**config.mk**
```make
export PLATFORM = sky130hd
export DESIGN_NAME = sum_carry_packer
export DESIGN_NICKNAME = d
export VERILOG_FILES = /design/src/rtl/sum_carry_pkg.sv /design/src/rtl/pack_fifo.sv /design/src/rtl/sum_carry_packer.sv
export SDC_FILE = /design/constraint.sdc
export NUM_CORES = 1
export LEC_CHECK = 0
export CAP_MARGIN = 30
export CORE_MARGIN = 5
export CORE_UTILIZATION = 55
export CTS_CLUSTER_DIAMETER = 50
export DETAILED_ROUTE_END_ITERATION = 7
export DONT_BUFFER_PORTS = 1
export PLACE_DENSITY = 0.72
export SETUP_SLACK_MARGIN = 0.2
export SLEW_MARGIN = 20
export SYNTH_ARGS = -nofsm -noshare
export SYNTH_HDL_FRONTEND = slang
export SYNTH_SLANG_ARGS = --single-unit
```
**constraint.sdc**
```tcl
create_clock -name clk -period 4.9 [get_ports clk]
set_input_delay 0.245 -clock clk [delete_from_list [all_inputs] [get_ports clk]]
set_output_delay 0.245 -clock clk [all_outputs]
set_load 0.01 [all_outputs]
```
**src/rtl/sum_carry_pkg.sv**
```systemverilog
// -----------------------------------------------------------------------------
// sum_carry_pkg
//   Shared types and helpers for the sum/carry pair packer.
//   - asm_state_e   : assembler FSM state (IDLE = no pairs held, FILL = 1+ held)
//   - place_pair()  : positions one {cout, a} pair at its index in a word
//   - W_DEFAULT / DEPTH_DEFAULT : default word width and FIFO depth
// -----------------------------------------------------------------------------
package sum_carry_pkg;

  localparam int unsigned W_DEFAULT     = 8;
  localparam int unsigned DEPTH_DEFAULT = 2;

  // Widest word place_pair() can build; callers truncate to their own width.
  localparam int unsigned PAIR_MAX_W    = 64;

  typedef enum logic {
    ST_IDLE = 1'b0,
    ST_FILL = 1'b1
  } asm_state_e;

  // Pair k occupies bits [2k+1:2k] as {cout, a}; every other bit is zero.
  function automatic logic [PAIR_MAX_W-1:0] place_pair(
    input logic        a,
    input logic        cout,
    input int unsigned idx
  );
    logic [PAIR_MAX_W-1:0] w_word;
    w_word      = '0;
    w_word[1:0] = {cout, a};
    return w_word << (2 * idx);
  endfunction

endpackage

```
**src/rtl/pack_fifo.sv**
```systemverilog
// -----------------------------------------------------------------------------
// pack_fifo
//   Small synchronous FIFO with a registered head (no fall-through): a word
//   pushed into an empty FIFO is visible on o_head_data the following cycle.
//   Simultaneous push and pop while not full keeps the count unchanged.
//   Pushes into a full FIFO and pops from an empty FIFO are ignored.
//
// Parameters
//   WIDTH  entry width in bits
//   DEPTH  number of entries (power of two, >= 2)
//
// Ports
//   clk, rst       clock, asynchronous active-high reset
//   i_push         write i_push_data at the tail
//   i_push_data    entry to write
//   i_pop          discard the head entry
//   o_head_data    entry at the head (all zero after reset)
//   o_full         DEPTH entries held
//   o_empty        no entries held
//   o_count        number of entries held
// -----------------------------------------------------------------------------
module pack_fifo #(
  parameter int unsigned WIDTH = 9,
  parameter int unsigned DEPTH = 2
) (
  input  logic                       clk,
  input  logic                       rst,
  input  logic                       i_push,
  input  logic [WIDTH-1:0]           i_push_data,
  input  logic                       i_pop,
  output logic [WIDTH-1:0]           o_head_data,
  output logic                       o_full,
  output logic                       o_empty,
  output logic [$clog2(DEPTH+1)-1:0] o_count
);

  localparam int unsigned AW = $clog2(DEPTH);
  localparam int unsigned CW = $clog2(DEPTH + 1);
  localparam logic [CW-1:0] FULL_CNT = CW'(DEPTH);

  logic [WIDTH-1:0] r_mem [DEPTH];
  logic [AW-1:0]    r_wr_ptr;
  logic [AW-1:0]    r_rd_ptr;
  logic [CW-1:0]    r_count;

  logic w_do_push;
  logic w_do_pop;

  assign o_full    = (r_count == FULL_CNT);
  assign o_empty   = (r_count == '0);
  assign o_count   = r_count;
  assign w_do_push = i_push && !o_full;
  assign w_do_pop  = i_pop && !o_empty;

  // Head comes straight out of the storage registers.
  assign o_head_data = r_mem[r_rd_ptr];

  always_ff @(posedge clk or posedge rst) begin
    if (rst) begin
      for (int i = 0; i < int'(DEPTH); i++) begin
        r_mem[i] <= '0;
      end
      r_wr_ptr <= '0;
      r_rd_ptr <= '0;
      r_count  <= '0;
    end else begin
      if (w_do_push) begin
        r_mem[r_wr_ptr] <= i_push_data;
        r_wr_ptr        <= r_wr_ptr + 1'b1;
      end
      if (w_do_pop) begin
        r_rd_ptr <= r_rd_ptr + 1'b1;
      end
      case ({w_do_push, w_do_pop})
        2'b10:   r_count <= r_count + 1'b1;
        2'b01:   r_count <= r_count - 1'b1;
        default: r_count <= r_count;
      endcase
    end
  end

endmodule

```
**src/rtl/sum_carry_packer.sv**
```systemverilog
// -----------------------------------------------------------------------------
// sum_carry_packer
//   Collects one (A, cout) bit pair per accepted beat into a W-bit word
//   (pair k at bits [2k+1:2k] as {cout, a}) and queues finished words in a
//   DEPTH-entry FIFO presented on a valid/ready output.
//
// Handshakes (both sides): a transfer happens on a rising clock edge where
// valid and ready are both high; valid-side data is held until then.
// in_ready is a function of registers only, so a pop in the same cycle never
// frees room for a push into a full FIFO.
//
// Optional build macro
//   PACK_PARITY_EN : adds out_parity, the XOR of the head word, computed when
//                    the word is pushed and stored alongside it.
//
// Ports
//   clk, rst          clock, asynchronous active-high reset
//   in_valid/in_ready input pair handshake; in_a = sum bit, in_cout = carry bit
//   flush             commit the partial word (zero-padded, out_partial=1)
//   out_valid/out_ready output word handshake
//   out_data          packed word at the FIFO head
//   out_partial       head word was committed by flush with < PAIRS pairs
//   o_dbg_state       assembler FSM state
//   o_dbg_fifo_count  number of words queued
//   out_parity        (PACK_PARITY_EN only) XOR-reduction of out_data
// -----------------------------------------------------------------------------
module sum_carry_packer
  import sum_carry_pkg::*;
#(
  parameter int unsigned W     = W_DEFAULT,
  parameter int unsigned DEPTH = DEPTH_DEFAULT
) (
  input  logic                       clk,
  input  logic                       rst,
  input  logic                       in_valid,
  input  logic                       in_a,
  input  logic                       in_cout,
  output logic                       in_ready,
  input  logic                       flush,
  output logic                       out_valid,
  output logic [W-1:0]               out_data,
  output logic                       out_partial,
  input  logic                       out_ready,
  output logic                       o_dbg_state,
  output logic [$clog2(DEPTH+1)-1:0] o_dbg_fifo_count
`ifdef PACK_PARITY_EN
  ,
  output logic                       out_parity
`endif
);

  localparam int unsigned PAIRS = W / 2;
  localparam int unsigned CNTW  = $clog2(PAIRS);
  localparam logic [CNTW-1:0] LAST_CNT = CNTW'(PAIRS - 1);
`ifdef PACK_PARITY_EN
  localparam int unsigned ENTRY_W = W + 2;  // {parity, partial, word}
`else
  localparam int unsigned ENTRY_W = W + 1;  // {partial, word}
`endif

  asm_state_e      r_state;
  asm_state_e      w_state_next;
  logic [CNTW-1:0] r_cnt;
  logic [CNTW-1:0] w_cnt_next;
  logic [W-1:0]    r_asm;
  logic [W-1:0]    w_asm_next;

  logic               w_accept;
  logic               w_last;
  logic               w_complete;
  logic               w_push;
  logic               w_push_partial;
  logic [W-1:0]       w_placed;
  logic [W-1:0]       w_word;
  logic [ENTRY_W-1:0] w_push_entry;
  logic [ENTRY_W-1:0] w_head;
  logic               w_full;
  logic               w_empty;
  logic [$clog2(DEPTH+1)-1:0] w_count;

  // ---------------------------------------------------------------------------
  // Input side
  // ---------------------------------------------------------------------------
  assign w_last   = (r_cnt == LAST_CNT);
  // Only the word-completing beat needs FIFO room; earlier beats just land in
  // the assembly register, so they are taken even while the FIFO is full.
  assign in_ready = !(w_last && w_full);
  assign w_accept = in_valid && in_ready;

  assign w_placed = W'(place_pair(in_a, in_cout, r_cnt));
  // Word as it stands after this cycle's pair (if any) is merged in.
  assign w_word   = w_accept ? (r_asm | w_placed) : r_asm;

  assign w_complete = w_accept && w_last;
  // A flush commits whenever there is at least one pair to commit (held or
  // arriving) and the FIFO has room; otherwise it is dropped and the source
  // re-asserts it later.
  assign w_push = w_complete ||
                  (flush && !w_full && ((r_cnt != '0) || w_accept));
  assign w_push_partial = !w_complete;

`ifdef PACK_PARITY_EN
  assign w_push_entry = {^w_word, w_push_partial, w_word};
`else
  assign w_push_entry = {w_push_partial, w_word};
`endif

  // ---------------------------------------------------------------------------
  // Assembler FSM
  // ---------------------------------------------------------------------------
  always_ff @(posedge clk or posedge rst) begin
    if (rst) begin
      r_state <= ST_IDLE;
      r_cnt   <= '0;
      r_asm   <= '0;
    end else begin
      r_state <= w_state_next;
      r_cnt   <= w_cnt_next;
      r_asm   <= w_asm_next;
    end
  end

  always_comb begin
    w_state_next = r_state;
    w_cnt_next   = r_cnt;
    w_asm_next   = r_asm;
    unique case (r_state)
      ST_IDLE: begin
        // In IDLE a push can only come from flush with a same-cycle pair.
        if (w_push) begin
          w_state_next = ST_IDLE;
          w_cnt_next   = '0;
          w_asm_next   = '0;
        end else if (w_accept) begin
          w_state_next = ST_FILL;
          w_cnt_next   = r_cnt + 1'b1;
          w_asm_next   = w_word;
        end
      end
      ST_FILL: begin
        if (w_push) begin
          w_state_next = ST_IDLE;
          w_cnt_next   = '0;
          w_asm_next   = '0;
        end else if (w_accept) begin
          w_state_next = ST_FILL;
          w_cnt_next   = r_cnt + 1'b1;
          w_asm_next   = w_word;
        end
      end
      default: begin
        w_state_next = ST_IDLE;
        w_cnt_next   = '0;
        w_asm_next   = '0;
      end
    endcase
  end

  // ---------------------------------------------------------------------------
  // Output FIFO
  // ---------------------------------------------------------------------------
  pack_fifo #(
    .WIDTH (ENTRY_W),
    .DEPTH (DEPTH)
  ) u_fifo (
    .clk         (clk),
    .rst         (rst),
    .i_push      (w_push),
    .i_push_data (w_push_entry),
    .i_pop       (out_ready),
    .o_head_data (w_head),
    .o_full      (w_full),
    .o_empty     (w_empty),
    .o_count     (w_count)
  );

  assign out_valid        = !w_empty;
  assign out_data         = w_head[W-1:0];
  assign out_partial      = w_head[W];
`ifdef PACK_PARITY_EN
  assign out_parity       = w_head[W+1];
`endif
  assign o_dbg_state      = r_state;
  assign o_dbg_fifo_count = w_count;

endmodule
```
# Word level (Yosys, flattened, before mapping)
# Cells that the tools add are included.
word_totals:
  regBits: 33
  inputBits: 7
  out_inout_bits: 14
classes:
  n_addsub: 5
  magnitude_cmp: 3
  eq_ne: 4
  n_shift: 1
  muxes: 16
  n_bitwise: 4
  n_reduce_logical: 18
op_table:
  columns: ["operator", "count"]
  rows:
  - ["9-bit 2-to-1 mux", 4]
  - ["8-bit 2-to-1 mux", 3]
  - ["18-bit bitwise mux", 1]
  - ["9-bit demux with 1-bit select", 1]
  - ["1-bit logical AND", 8]
  - ["8-bit OR", 1]
  - ["2-bit by 3-bit left shift with 8-bit output", 1]
  - ["2-bit equality test (second input constant)", 3]
  - ["2-bit nonzero test", 3]
  - ["2-bit by 1-bit adder with 2-bit output (second input constant)", 2]
  - ["2-bit >= comparator (second input constant)", 2]
  - ["1-bit logical NOT", 4]
  - ["2-bit 2-to-1 mux", 2]
  - ["1-bit inverter with 2-bit output", 2]
  - ["2-bit one-hot mux with 2 select lines", 1]
  - ["1-bit 2-to-1 mux", 3]
  - ["1-bit adder (second input constant)", 2]
  - ["2-bit by 1-bit equality test with 1-bit output (second input constant)", 1]
  - ["2-bit logical NOT", 1]
  - ["1-bit logical OR", 2]
  - ["2-bit by 1-bit < comparator with 1-bit output (second input constant)", 1]
  - ["1-bit one-hot mux with 2 select lines", 1]
  - ["2-bit by 1-bit subtractor with 2-bit output (second input constant)", 1]
  - ["1-bit inverter", 1]

# Longest topological paths before layout
# Gate-level depths: netlist (run 1).
logic_depth:
  depth_word: 10
  mapped_depth: 9

# Cells and area by module
# From an unflattened synthesis (run 1), not the netlist that was laid out.
hier_totals:
  hier_cells: 121
  hier_area_um2: 1554.0
by_module_without_submodules:
  columns: ["mod", "n_inst", "cells_per_inst", "area_each_um2"]
  rows:
  - ["pack_fifo", 1, 67, 996.0]
  - ["sum_carry_packer", 1, 54, 558.0]

# Worst setup path after synthesis (run 1)
# No wires, ideal clock.
synth_timing:
  kind: "flip-flop to flip-flop"
  start: "reg r_cnt[1]"
  end: "reg u_fifo.r_mem[16] (netlist name)"
  setup_time_ns: 0.125
  arrival_time_ns: 1.732
  required_ns: 4.775
  path_slack_ns: 3.043
  stages_incl_launch_ff: 8
  path_buffers: 1
  period_less_slack_ns: 1.857
  path_cell_list: "dfrtp_1 > inv_1 > ha_1 > nor2b_1 > nor4_4 > and2_1 > buf_4 > mux2_2"
synth_between:
  elab_chain_cells: 8
  elab_cells_between_ends: 14
  cone_classes: "1 x eq/ne; 1 x shift; 2 x mux; 1 x bitwise; 9 x reduce/logical"
synth_lines:
  columns: ["element", "line_no", "text"]
  rows:
  - ["start, declared", "sum_carry_packer.sv:63", "logic [CNTW-1:0] r_cnt;"]
  - ["start signal, assigned", "sum_carry_packer.sv:118", "r_cnt <= w_cnt_next;"]
  - ["2-bit equality test", "sum_carry_packer.sv:84", "assign w_last = (r_cnt == LAST_CNT);"]
  - ["1-bit logical AND", "sum_carry_packer.sv:87", "assign in_ready = !(w_last && w_full);"]
  - ["1-bit logical NOT", "sum_carry_packer.sv:87", null]
  - ["1-bit logical AND", "sum_carry_packer.sv:88", "assign w_accept = in_valid && in_ready;"]
  - ["1-bit logical OR", "sum_carry_packer.sv:99", "(flush && !w_full && ((r_cnt != '0) || w_accept));"]
  - ["1-bit logical AND", "sum_carry_packer.sv:99", null]
  - ["1-bit logical OR", "sum_carry_packer.sv:98", "assign w_push = w_complete ||"]
  - ["1-bit logical AND", "pack_fifo.sv:52", "assign w_do_push = i_push && !o_full;"]
  - ["end signal, assigned by index", "pack_fifo.sv:68", "r_mem[r_wr_ptr] <= i_push_data;"]
  - ["end, declared", "pack_fifo.sv:41", "logic [WIDTH-1:0] r_mem [DEPTH];"]
# Several ways; a longest one is shown, not always the timed one.
# A chain may end at the register's enable or synchronous reset.

# Worst setup path after layout (run 1)
# Same ends and word-level chain as after synthesis.

==> impl_table.tex, run 1 <==
\begin{tabular}{lr}
\hline
Metric & Value \\
\hline
\multicolumn{2}{l}{\textbf{CTS}} \\
H-tree Lvls & 2 \\
Hold bufs inserted after CTS & 1 \\
Number of sinks handled by clock tree synthesis & 33 \\
Clock-pin slew of the registers on the worst-case setup and hold paths & 110 ps \\
Clock tree from TritonCTS & yes \\
Clock latency reported for the late side of the worst-skew pair & 340 ps \\
Clock tree buffer depth & 2 \\
Num CTS Buffers & 5 \\
Clk root buf & sky130\_fd\_sc\_hd\_\_clkbuf\_4 \\
Setup Buffers After CTS & 0 \\
Gates resized, CTS repair & 0 \\
\multicolumn{2}{l}{\textbf{Power and ir drop}} \\
Power density over cell area & 664.4 mW/mm² \\
Maximum vdd ir drop & 0.0004324 V \\
Leakage Power & 0.7085 nW \\
\multicolumn{2}{l}{\textbf{Critical path}} \\
Launching element type of the critical path & register \\
Type of the worst setup path & register to register \\
Setup slack on the worst flop-to-flop path & 2560 ps \\
Crit Path Max Fanout & 23 \\
Worst Path Required & 5130 ps \\
Startpoint of the worst register-to-register path & r\_cnt[1]\$\_DFFE\_PP0P\_ \\
Worst setup EP type & register \\
Count of cells along the worst register-to-register path & 7 \\
Data arrival time at the worst-slack endpoint & 2570 ps \\
End of the worst register-to-register path & u\_fifo.r\_mem[16]\$\_DFFE\_PP0P\_ \\
\multicolumn{2}{l}{\textbf{Timing}} \\
Endpoints failing setup & 0 \\
Final hold violations & 0 \\
Max-slew violation count & 0 \\
Slew @ Worst Pin & 425.4 ps \\
Worst hold margin & 62.49 ps \\
F\_max & 428.1 MHz \\
Final cycle utilization of the critical path & 0.4767 \\
Setup Total Neg Slack & 0 ps \\
Worst clock skew & 10.55 ps \\
Tightest slew margin relative to the limit & 0.7164 \\
Final Critical Period & 2336 ps \\
Unrepaired setup endpoints after global routing & false \\
\multicolumn{2}{l}{\textbf{Floorplan}} \\
Core outline area & 0.002686 mm² \\
Die Y & 62.49 µm \\
Effective utilization at floorplan & 0.5640 \\
Number of cell rows & 19 \\
Width of the die & 62.49 µm \\
Die Area & 0.003904 mm² \\
Io pins & 21 \\
\multicolumn{2}{l}{\textbf{Job}} \\
Number of maximum-capacitance constraint violations & 0 \\
\multicolumn{2}{l}{\textbf{Yosys}} \\
Distinct cell type count after synthesis & 28 \\
Post-synthesis net count & 144 \\
Adder-cell area share of the yosys netlist & 0.02477 \\
Synth area leaders & sky130\_fd\_sc\_hd\_\_dfrtp\_1, sky130\_fd\_sc\_hd\_\_a21oi\_1, sky130\_fd\_sc\_hd\_\_mux2\_2, sky130\_fd\_sc\_hd\_\_mux2\_1, sky130\_fd\_sc\_hd\_\_and2\_1 \\
Fraction of the mapped netlist area in compound gates & 0.1379 \\
Xor/xnor share of the synthesized area & 0.02890 \\
Count of yosys warnings during synthesis & 0 \\
Fraction of post-synthesis cell area in the top cell type by area & 0.5450 \\
Multiplexer area fraction after synthesis & 0.1115 \\
Largest family of logic cells by synthesized area & compound AO/OA/AOI/OAI gates \\
Largest area contributor in the synthesized netlist & sky130\_fd\_sc\_hd\_\_dfrtp\_1 \\
Cells after synthesis & 134 \\
Summed instance area of the synthesized netlist & 0.001515 mm² \\
Post-Synth Simple-Gate Area & 0.1173 \\
Number of synthesized register bits & 33 \\
Syn avg cell area & 11.31 µm² \\
Share of synthesized area occupied by flip-flops and latches & 0.5450 \\
\multicolumn{2}{l}{\textbf{Placed design}} \\
Placer congestion estimate & 0.7570 \\
Detailed placement HPWL & 2029 µm \\
Number of buffers added on ports & 0 \\
\multicolumn{2}{l}{\textbf{Layout}} \\
Core occupancy in the finished layout & 0.5957 \\
Number of nets in the final layout & 148 \\
P\&R area growth vs syn & 5.615\% \\
Fill cell count & 237 \\
Commonest cells after routing, fill and taps aside & sky130\_fd\_sc\_hd\_\_dfrtp\_1, sky130\_fd\_sc\_hd\_\_a21oi\_1, sky130\_fd\_sc\_hd\_\_nor2\_1, sky130\_fd\_sc\_hd\_\_mux2\_2, sky130\_fd\_sc\_hd\_\_and2\_1 \\
Layout cells sized above 1 & 0.1727 \\
Most common cell after layout, fill and taps aside & sky130\_fd\_sc\_hd\_\_dfrtp\_1 \\
Diodes inserted & 0 \\
\multicolumn{2}{l}{\textbf{Hold path}} \\
Hold path cells & 2 \\
Worst min-delay path class & input pin to register \\
Launch point of the worst hold path & in\_valid \\
Worst Hold End & o\_dbg\_state\$\_DFF\_PP0\_ \\
\multicolumn{2}{l}{\textbf{Drt}} \\
Vias per Instance & 6.006 \\
Detailed router's first-iteration violation count & 47 \\
Total routed wirelength & 2970 µm \\
Via count & 1021 \\
Routed Antenna Nets & 0 \\
Routed wirelength normalized by instance count & 17.47 µm \\
Residual DRC & 0 \\
Iteration count of the initial detailed-routing pass & 4 \\
\multicolumn{2}{l}{\textbf{Global routing}} \\
Maximum number of pins on one net before global-route repair & 34 \\
Number of global-route vias before repair & 1011 \\
Grt ovf & 0 \\
Tot GR Track Use & 0.1656 \\
Number of antenna violations at the first check in global routing & 0 \\
First-pass GRT wire length & 5119 µm \\
\multicolumn{2}{l}{\textbf{Status}} \\
Outcome & finished, final reports clean \\
\hline
\end{tabular}
==> where the power goes <==
group	internal (mW)	total, mW	switching [mW]
clock network	0.0541	0.154	0.100
registers	0.397	0.504	0.106
logic	0.183	0.405	0.223
total	0.634	1.06	0.429
==> worst max-delay path: stages (launching register included) <==
cell and delay, ps:
sky130_fd_sc_hd__dfrtp_1 460, sky130_fd_sc_hd__inv_1 100, sky130_fd_sc_hd__ha_1 200, sky130_fd_sc_hd__nor2b_1 150, sky130_fd_sc_hd__nor4_4 260, sky130_fd_sc_hd__buf_4 280, sky130_fd_sc_hd__and2_1 390, sky130_fd_sc_hd__mux2_2 380
==> area by class of cell <==
class	instances	area (µm²)	share of cell area
Clock inverter	3	17.52	0.01095
Inverter	5	18.77	0.01173
Timing Repair Buffer	3	25.02	0.01564
Clock buffer	5	37.54	0.02346
Tap cell	31	38.79	0.02424
Multi-Input combinational cell	90	636.9	0.3980
Sequential cell	33	825.8	0.5160
==> worst max path at each step <==
stage	startpoint	endpoint	cells past startpoint	slack [ps]
after floorplan	r_cnt[1]$_DFFE_PP0P_	u_fifo.r_mem[16]$_DFFE_PP0P_	7	3040
after global placement	r_cnt[1]$_DFFE_PP0P_	u_fifo.r_mem[16]$_DFFE_PP0P_	7	2640
after detailed placement	r_cnt[1]$_DFFE_PP0P_	u_fifo.r_mem[16]$_DFFE_PP0P_	7	2580
after CTS	r_cnt[1]$_DFFE_PP0P_	u_fifo.r_mem[16]$_DFFE_PP0P_	7	2570
after global routing	r_cnt[1]$_DFFE_PP0P_	u_fifo.r_mem[15]$_DFFE_PP0P_	7	2390
final	r_cnt[1]$_DFFE_PP0P_	u_fifo.r_mem[16]$_DFFE_PP0P_	7	2560
==> flip-flops by register name (all words and copies together), names as in the netlist <==
signal	flops
u_fifo.o_count	2
r_asm	8
r_cnt	2
u_fifo.r_wr_ptr	1
u_fifo.r_rd_ptr	1
o_dbg_state	1
u_fifo.r_mem	18
==> Yosys cell counts <==
cell type	number
sky130_fd_sc_hd__a21oi_1	25
sky130_fd_sc_hd__a31oi_1	4
sky130_fd_sc_hd__a32o_1	1
sky130_fd_sc_hd__a41o_1	2
sky130_fd_sc_hd__a41oi_1	2
sky130_fd_sc_hd__and2_1	8
sky130_fd_sc_hd__buf_2	3
sky130_fd_sc_hd__buf_4	2
sky130_fd_sc_hd__clkbuf_1	1
sky130_fd_sc_hd__clkinv_1	1
sky130_fd_sc_hd__dfrtp_1	33
sky130_fd_sc_hd__ha_1	3
sky130_fd_sc_hd__inv_1	4
sky130_fd_sc_hd__mux2_1	5
sky130_fd_sc_hd__mux2_2	10
sky130_fd_sc_hd__nand2_1	3
sky130_fd_sc_hd__nand2_2	1
sky130_fd_sc_hd__nand2b_1	1
sky130_fd_sc_hd__nand3_1	1
sky130_fd_sc_hd__nor2_1	10
sky130_fd_sc_hd__nor2b_1	4
sky130_fd_sc_hd__nor2b_2	1
sky130_fd_sc_hd__nor4_4	1
sky130_fd_sc_hd__o21ai_0	1
sky130_fd_sc_hd__o22ai_1	1
sky130_fd_sc_hd__or2_2	1
sky130_fd_sc_hd__xnor2_1	3
sky130_fd_sc_hd__xor2_1	2
==> logic make-up (layout without fill, tap and decap cells) <==
logic type	Yosys count	count (layout)
flip-flops	33	33
buffers and inverters	11	16
AO/OA/AOI/OAI	36	36
adder cells (fa/ha/maj)	3	3
AND/OR/NAND/NOR	31	31
XOR/XNOR	5	5
multiplexers	15	15
==> routing by layer <==
metal  track usage  up-vias  part of all wire
li1              -      482                 -
met1        0.2274      504              0.46
met2        0.2448       31              0.47
met3       0.04496        4             0.057
met4       0.07162        0             0.012
met5             0        -                 0
==> through the flow <==
stage	std cells	instance area, µm²	worst slack [ps]	total power, mW
CTS	170	1600	2567	1.071
detailed placement	161	1535	2582	0.9146
floorplan	134	1515	3043	0.8292
global placement	161	1535	2643	0.8967
finish	170	1600	2564	1.063
global route	170	1600	2394	1.152
(Power assumes the default switching activity.)
==> run 2, diff against run 1 <==
clock period = 2.44 ns   (was 4.9 ns; I/O delays follow)
==> run 2 against run 1 <==
Sequential power increased by 100%. Non-clock buffer count increased by 4. Sequential share of layout area decreased by 1.6 points. Fmax increased by 12%. First-iteration DRC count decreased by 36%. Register-to-register slack got worse by 2200 ps. Sequential cell count unchanged. Critical path depth unchanged. Clock power increased by 150%. Clock skew decreased by 3.9 ps. Die area unchanged. Via count increased by 1.8%.
==> impl_table.tex, run 2 (synthesized netlist as in run 1, its figures left out) <==
\begin{tabular}{lr}
\hline
Metric & Value \\
\hline
\multicolumn{2}{l}{\textbf{CTS}} \\
Num CTS Buffers & 5 (unchanged) \\
Clk root buf & sky130\_fd\_sc\_hd\_\_clkbuf\_4 \\
H-tree Lvls & 2 (unchanged) \\
Clock tree from TritonCTS & yes \\
Clock-pin slew of the registers on the worst-case setup and hold paths & 100 ps (about the same) \\
Clock latency reported for the late side of the worst-skew pair & 320 ps (-20 ps) \\
Number of sinks handled by clock tree synthesis & 33 (unchanged) \\
Clock tree buffer depth & 2 (unchanged) \\
\multicolumn{2}{l}{\textbf{Placed design}} \\
Worst slack at placement & 227.2 ps (-2354 ps) \\
Detailed placement HPWL & 2199 µm (+8.4\%) \\
Area after detailed placement & 0.001550 mm² (+0.98\%) \\
Number of buffers added on ports & 0 (unchanged) \\
Placer congestion estimate & 0.8362 (+10\%) \\
Instance count after placement with tap cells included & 163 (+1.2\%) \\
\multicolumn{2}{l}{\textbf{Layout}} \\
Number of nets in the final layout & 152 (+2.7\%) \\
Commonest cells after routing, fill and taps aside & sky130\_fd\_sc\_hd\_\_dfrtp\_1, sky130\_fd\_sc\_hd\_\_a21oi\_1, sky130\_fd\_sc\_hd\_\_nor2\_1, sky130\_fd\_sc\_hd\_\_mux2\_2, sky130\_fd\_sc\_hd\_\_and2\_1 \\
Most common cell after layout, fill and taps aside & sky130\_fd\_sc\_hd\_\_dfrtp\_1 \\
Number of cells in the finished layout apart from fillers & 173 (+1.8\%) \\
Diodes inserted & 0 (unchanged) \\
Reg with most FFs & u\_fifo.r\_mem \\
Largest registers & u\_fifo.r\_mem x18, r\_asm x8 \\
Largest register FFs & 18 (unchanged) \\
Fill cell count & 218 (-8.0\%) \\
Post-route cell area & 0.001655 mm² (+3.4\%) \\
Layout cells sized above 1 & 0.1901 (+0.01748) \\
Core occupancy in the finished layout & 0.6162 (+0.02049) \\
P\&R area growth vs syn & 9.249\% \\
\multicolumn{2}{l}{\textbf{Global routing}} \\
Maximum number of pins on one net before global-route repair & 34 (unchanged) \\
Number of global-route vias before repair & 1098 (+8.6\%) \\
Number of antenna violations at the first check in global routing & 0 (unchanged) \\
Tot GR Track Use & 0.1674 (+0.001769) \\
Grt ovf & 0 (unchanged) \\
First-pass GRT wire length & 5181 µm (+1.2\%) \\
\multicolumn{2}{l}{\textbf{Timing}} \\
Max-slew violation count & 0 (unchanged) \\
Final cycle utilization of the critical path & 0.8568 (+0.3801) \\
Tightest slew margin relative to the limit & 0.6581 (-0.05827) \\
Unrepaired setup endpoints after global routing & false \\
Worst hold margin & 14.75 ps (-47.75 ps) \\
Minimum setup slack in the final design & 349.4 ps (-2215 ps) \\
Endpoints failing setup & 0 (unchanged) \\
Final hold violations & 0 (unchanged) \\
Setup Total Neg Slack & 0 ps (unchanged) \\
Final Critical Period & 2091 ps (-245.4 ps) \\
Slew @ Worst Pin & 512.8 ps (+87.41 ps) \\
Worst clock skew & 6.643 ps (-3.905 ps) \\
F\_max & 478.3 MHz (+12\%) \\
\multicolumn{2}{l}{\textbf{Job}} \\
Number of maximum-capacitance constraint violations & 0 (unchanged) \\
\multicolumn{2}{l}{\textbf{Floorplan}} \\
Die Area & 0.003904 mm² (unchanged) \\
Io pins & 21 (unchanged) \\
Core outline area & 0.002686 mm² (unchanged) \\
Die Y & 62.49 µm (unchanged) \\
Effective utilization at floorplan & 0.5640 (unchanged) \\
Number of cell rows & 19 (unchanged) \\
Width of the die & 62.49 µm (unchanged) \\
\multicolumn{2}{l}{\textbf{Power and ir drop}} \\
Leakage Power & 0.7368 nW (+4.0\%) \\
Post-route total power & 2.238 mW (+110\%) \\
Maximum vdd ir drop & 0.0008152 V (+89\%) \\
Power density over cell area & 1352 mW/mm² (+100\%) \\
\multicolumn{2}{l}{\textbf{Critical path}} \\
Crit Path Max Fanout & 7 (-70\%) \\
End of the worst register-to-register path & u\_fifo.r\_mem[15]\$\_DFFE\_PP0P\_ \\
Type of the worst setup path & register to register \\
Count of cells along the worst register-to-register path & 7 (unchanged) \\
Startpoint of the worst register-to-register path & r\_cnt[1]\$\_DFFE\_PP0P\_ \\
Worst Path Required & 2660 ps (-2470 ps) \\
Data arrival time at the worst-slack endpoint & 2310 ps (-260 ps) \\
Setup slack on the worst flop-to-flop path & 350 ps (-2210 ps) \\
Launching element type of the critical path & register \\
Worst setup EP type & register \\
\multicolumn{2}{l}{\textbf{Drt}} \\
Residual DRC & 0 (unchanged) \\
Vias per Instance & 6.006 (about the same) \\
Iteration count of the initial detailed-routing pass & 4 (unchanged) \\
Total routed wirelength & 3068 µm (+3.3\%) \\
Via count & 1039 (+1.8\%) \\
Routed Antenna Nets & 0 (unchanged) \\
Detailed router's first-iteration violation count & 30 (-36\%) \\
Routed wirelength normalized by instance count & 17.73 µm (+1.5\%) \\
\multicolumn{2}{l}{\textbf{Hold path}} \\
Launch point of the worst hold path & in\_a \\
Hold path cells & 2 (unchanged) \\
Worst Hold End & r\_asm[0]\$\_DFFE\_PP0P\_ \\
Worst min-delay path class & input pin to register \\
\multicolumn{2}{l}{\textbf{Status}} \\
Outcome & finished, final reports clean \\
\hline
\end{tabular}
==> run 2: report_power, final <==
part / switching [mW] / leakage, nW / internal [mW]
Combinational: 0.453 / 0.298 / 0.382
Sequential: 0.221 / 0.398 / 0.799
Clock: 0.174 / 0.0410 / 0.209
==> run 2: worst max path at each step <==
stage	start	cells after the start	endpoint	slack, ps
global placement	r_cnt[1]$_DFFE_PP0P_	6	u_fifo.r_mem[7]$_DFFE_PP0P_	330
detailed placement	r_cnt[1]$_DFFE_PP0P_	6	u_fifo.r_mem[6]$_DFFE_PP0P_	230
finish	r_cnt[1]$_DFFE_PP0P_	7	u_fifo.r_mem[15]$_DFFE_PP0P_	350
floorplan	r_cnt[1]$_DFFE_PP0P_	7	u_fifo.r_mem[16]$_DFFE_PP0P_	580
global route	r_cnt[1]$_DFFE_PP0P_	7	u_fifo.r_mem[17]$_DFFE_PP0P_	210
CTS	r_cnt[1]$_DFFE_PP0P_	6	u_fifo.r_mem[8]$_DFFE_PP0P_	200
==> run 2: worst max-delay path, stage by stage, from the launching register on <==
cell and delay (ps):
sky130_fd_sc_hd__dfrtp_2 440, sky130_fd_sc_hd__inv_1 80, sky130_fd_sc_hd__ha_1 200, sky130_fd_sc_hd__nor2b_1 160, sky130_fd_sc_hd__nor4_4 340, sky130_fd_sc_hd__buf_4 200
sky130_fd_sc_hd__and2_1 220, sky130_fd_sc_hd__mux2_1 350
==> run 2: layer usage <==
layer / global-route usage / part of all wire / routed length (µm)
met5: 0 / 0 / 0
met2: 0.2785 / 0.48 / 1486
met1: 0.1981 / 0.45 / 1372
met3: 0.06295 / 0.047 / 143
met4: 0.05570 / 0.021 / 65
==> run 2: cell type report <==
class	instances	area, µm²	share of cell area
clock buffer	5	37.54	0.02268
clock inverter	2	35.03	0.02116
inverter	5	18.77	0.01134
multi-input combinational	90	638.1	0.3855
sequential	33	827.0	0.4996
tap	31	38.79	0.02343
timing repair buffer	7	60.06	0.03628
==> run 2: timing repair <==
item                       in CTS  in global routing
hold buffers                    3                  0
setup endpoints to repair       0                 13
gates resized for setup         0                  2
buffers inserted                0                  0
hold endpoints to repair       35                  0
==> run 3, diff against run 2 <==
CTS_BUF_LIST = sky130_fd_sc_hd__clkbuf_8   (was not set)
==> run 3 against run 2 <==
Final cell count down 1.2%. Setup slack about the same. Sequential cell count did not move. Sequential power barely moved. Critical path depth is the same. First-iteration DRC count up 3.3%. Fmax about the same. Clock skew is 1.7 ps lower. Worst hold slack got worse by 5.0 ps. Critical endpoint unchanged. Sequential share of layout area is 0.34 points lower. Via count down 1.1%. Register-to-register slack about the same.
==> impl_table.tex, run 3 (synthesized netlist as in run 1, its figures left out) <==
\begin{tabular}{lr}
\hline
Metric & Value \\
\hline
\multicolumn{2}{l}{\textbf{CTS}} \\
Clock tree buffer depth & 2 (unchanged) \\
H-tree Lvls & 2 (unchanged) \\
Number of sinks handled by clock tree synthesis & 33 (unchanged) \\
Num CTS Buffers & 5 (unchanged) \\
Clock tree from TritonCTS & yes \\
Clock-pin slew of the registers on the worst-case setup and hold paths & 60 ps (-40 ps) \\
Clock latency reported for the late side of the worst-skew pair & 280 ps (-40 ps) \\
Clk root buf & sky130\_fd\_sc\_hd\_\_clkbuf\_8 \\
\multicolumn{2}{l}{\textbf{Global routing}} \\
Number of antenna violations at the first check in global routing & 0 (unchanged) \\
First-pass GRT wire length & 5175 µm (-0.12\%) \\
Tot GR Track Use & 0.1677 (+0.0003795) \\
Grt ovf & 0 (unchanged) \\
Maximum number of pins on one net before global-route repair & 34 (unchanged) \\
Number of global-route vias before repair & 1081 (-1.5\%) \\
\multicolumn{2}{l}{\textbf{Critical path}} \\
CP cell instances & inv\_1 -> ha\_1 -> nor2b\_1 -> nor4\_4 -> buf\_4 -> and2\_1 -> mux2\_1 \\
Worst setup EP type & register \\
Startpoint of the worst register-to-register path & r\_cnt[1]\$\_DFFE\_PP0P\_ \\
Buffers \& Inverters on Critical Path & 2 (unchanged) \\
Setup slack on the worst flop-to-flop path & 350 ps (about the same) \\
CP peak stage delay & 430 ps (about the same) \\
Crit Path Max Fanout & 7 (unchanged) \\
Count of cells along the worst register-to-register path & 7 (unchanged) \\
Library cell contributing the largest single delay on the critical path & sky130\_fd\_sc\_hd\_\_dfrtp\_2 \\
Worst Path Required & 2600 ps (-60 ps) \\
Data arrival time at the worst-slack endpoint & 2250 ps (-60 ps) \\
Type of the worst setup path & register to register \\
Gate family responsible for the most delay along the worst path & simple AND/OR/NAND/NOR gates \\
Launching element type of the critical path & register \\
Number of gates on the worst path with buffers counted & 7 (unchanged) \\
End of the worst register-to-register path & u\_fifo.r\_mem[15]\$\_DFFE\_PP0P\_ \\
\multicolumn{2}{l}{\textbf{Power and ir drop}} \\
Leakage Power & 0.7414 nW (+0.62\%) \\
Power density over cell area & 1398 mW/mm² (+3.4\%) \\
Maximum vdd ir drop & 0.0008611 V (+5.6\%) \\
\multicolumn{2}{l}{\textbf{Placed design}} \\
Area after detailed placement & 0.001550 mm² (unchanged) \\
Detailed placement HPWL & 2199 µm (unchanged) \\
Placer congestion estimate & 0.8362 (unchanged) \\
Number of buffers added on ports & 0 (unchanged) \\
Worst slack at placement & 227.2 ps (unchanged) \\
Instance count after placement with tap cells included & 163 (unchanged) \\
\multicolumn{2}{l}{\textbf{Timing}} \\
Setup Total Neg Slack & 0 ps (unchanged) \\
Worst clock skew & 4.899 ps (-1.744 ps) \\
Tightest slew margin relative to the limit & 0.6587 (about the same) \\
Final hold violations & 0 (unchanged) \\
Endpoints failing setup & 0 (unchanged) \\
Max-slew violation count & 0 (unchanged) \\
Slew @ Worst Pin & 512.0 ps (-0.8519 ps) \\
F\_max & 478.3 MHz (about the same) \\
Minimum setup slack in the final design & 349.2 ps (-0.2070 ps) \\
Final cycle utilization of the critical path & 0.8569 (about the same) \\
Unrepaired setup endpoints after global routing & false \\
Final Critical Period & 2091 ps (+0.2070 ps) \\
\multicolumn{2}{l}{\textbf{Layout}} \\
Commonest cells after routing, fill and taps aside & sky130\_fd\_sc\_hd\_\_dfrtp\_1, sky130\_fd\_sc\_hd\_\_a21oi\_1, sky130\_fd\_sc\_hd\_\_nor2\_1, sky130\_fd\_sc\_hd\_\_mux2\_2, sky130\_fd\_sc\_hd\_\_and2\_1 \\
Post-route cell area & 0.001667 mm² (+0.68\%) \\
Diodes inserted & 0 (unchanged) \\
Core occupancy in the finished layout & 0.6204 (+0.004192) \\
Number of nets in the final layout & 150 (-1.3\%) \\
Most common cell after layout, fill and taps aside & sky130\_fd\_sc\_hd\_\_dfrtp\_1 \\
Largest register FFs & 18 (unchanged) \\
Reg with most FFs & u\_fifo.r\_mem \\
Layout cells sized above 1 & 0.1929 (+0.002716) \\
Largest registers & u\_fifo.r\_mem x18, r\_asm x8 \\
Fill cell count & 217 (-0.46\%) \\
Number of cells in the finished layout apart from fillers & 171 (-1.2\%) \\
P\&R area growth vs syn & 9.992\% \\
\multicolumn{2}{l}{\textbf{Hold path}} \\
Worst min-delay path class & input pin to register \\
Hold path cells & 2 (unchanged) \\
Worst Hold End & o\_dbg\_state\$\_DFF\_PP0\_ \\
Launch point of the worst hold path & in\_valid \\
\multicolumn{2}{l}{\textbf{Drt}} \\
Total routed wirelength & 3030 µm (-1.2\%) \\
Routed Antenna Nets & 0 (unchanged) \\
Iteration count of the initial detailed-routing pass & 4 (unchanged) \\
Vias per Instance & 6.012 (about the same) \\
Detailed router's first-iteration violation count & 31 (+3.3\%) \\
Routed wirelength normalized by instance count & 17.72 µm (about the same) \\
Via count & 1028 (-1.1\%) \\
Residual DRC & 0 (unchanged) \\
\multicolumn{2}{l}{\textbf{Floorplan}} \\
Number of cell rows & 19 (unchanged) \\
Io pins & 21 (unchanged) \\
Effective utilization at floorplan & 0.5640 (unchanged) \\
Width of the die & 62.49 µm (unchanged) \\
Core outline area & 0.002686 mm² (unchanged) \\
Die Y & 62.49 µm (unchanged) \\
Die Area & 0.003904 mm² (unchanged) \\
\multicolumn{2}{l}{\textbf{Status}} \\
Outcome & finished, final reports clean \\
\multicolumn{2}{l}{\textbf{Job}} \\
Number of maximum-capacitance constraint violations & 0 (unchanged) \\
\hline
\end{tabular}
run 3: stage by stage:
step | hold slack (ps) | total power, mW
global route | 24.77 | 2.493
detailed placement | 128.6 | 1.864
global placement | 114.0 | 1.811
finish | 9.725 | 2.330
floorplan | 250.9 | 1.665
CTS | 13.39 | 2.345
run 3: area by class of cell:
type,instances,area (µm²),share of cell area
flip-flops and latches,33,827.0,0.4962
clock inverters,2,35.03,0.02102
repair buffers,5,40.04,0.02402
multi-input cells,90,638.1,0.3829
clock buffers,5,68.82,0.04129
well taps,31,38.79,0.02327
inverters,5,18.77,0.01126
run 3: metal layers:
layer | track usage | wire length, µm | part of all wire
met5 | 0 | 0 | 0
met4 | 0.04775 | 41 | 0.014
met3 | 0.06295 | 182 | 0.060
met2 | 0.2772 | 1510 | 0.50
met1 | 0.2040 | 1296 | 0.43
run 3: how the worst max path moves through the flow:
stage,slack (ps),start,end
floorplan,580,r_cnt[1]$_DFFE_PP0P_,u_fifo.r_mem[16]$_DFFE_PP0P_
global placement,330,r_cnt[1]$_DFFE_PP0P_,u_fifo.r_mem[7]$_DFFE_PP0P_
detailed placement,230,r_cnt[1]$_DFFE_PP0P_,u_fifo.r_mem[6]$_DFFE_PP0P_
CTS,210,r_cnt[1]$_DFFE_PP0P_,u_fifo.r_mem[8]$_DFFE_PP0P_
global route,220,r_cnt[1]$_DFFE_PP0P_,u_fifo.r_mem[17]$_DFFE_PP0P_
finish,350,r_cnt[1]$_DFFE_PP0P_,u_fifo.r_mem[15]$_DFFE_PP0P_
run 3: timing repair:
| item | CTS | global route |
|---|---|---|
| hold buffers | 1 | 0 |
| gates resized for setup | 0 | 2 |
| hold endpoints to repair | 33 | 0 |
| endpoints found under the setup margin | 0 | 12 |
| buffers inserted | 0 | 0 |
run 3: power by group:
group / internal [mW] / switching, mW
Combinational: 0.380 / 0.450
Sequential: 0.802 / 0.220
Clock: 0.296 / 0.182
Total: 1.48 / 0.852
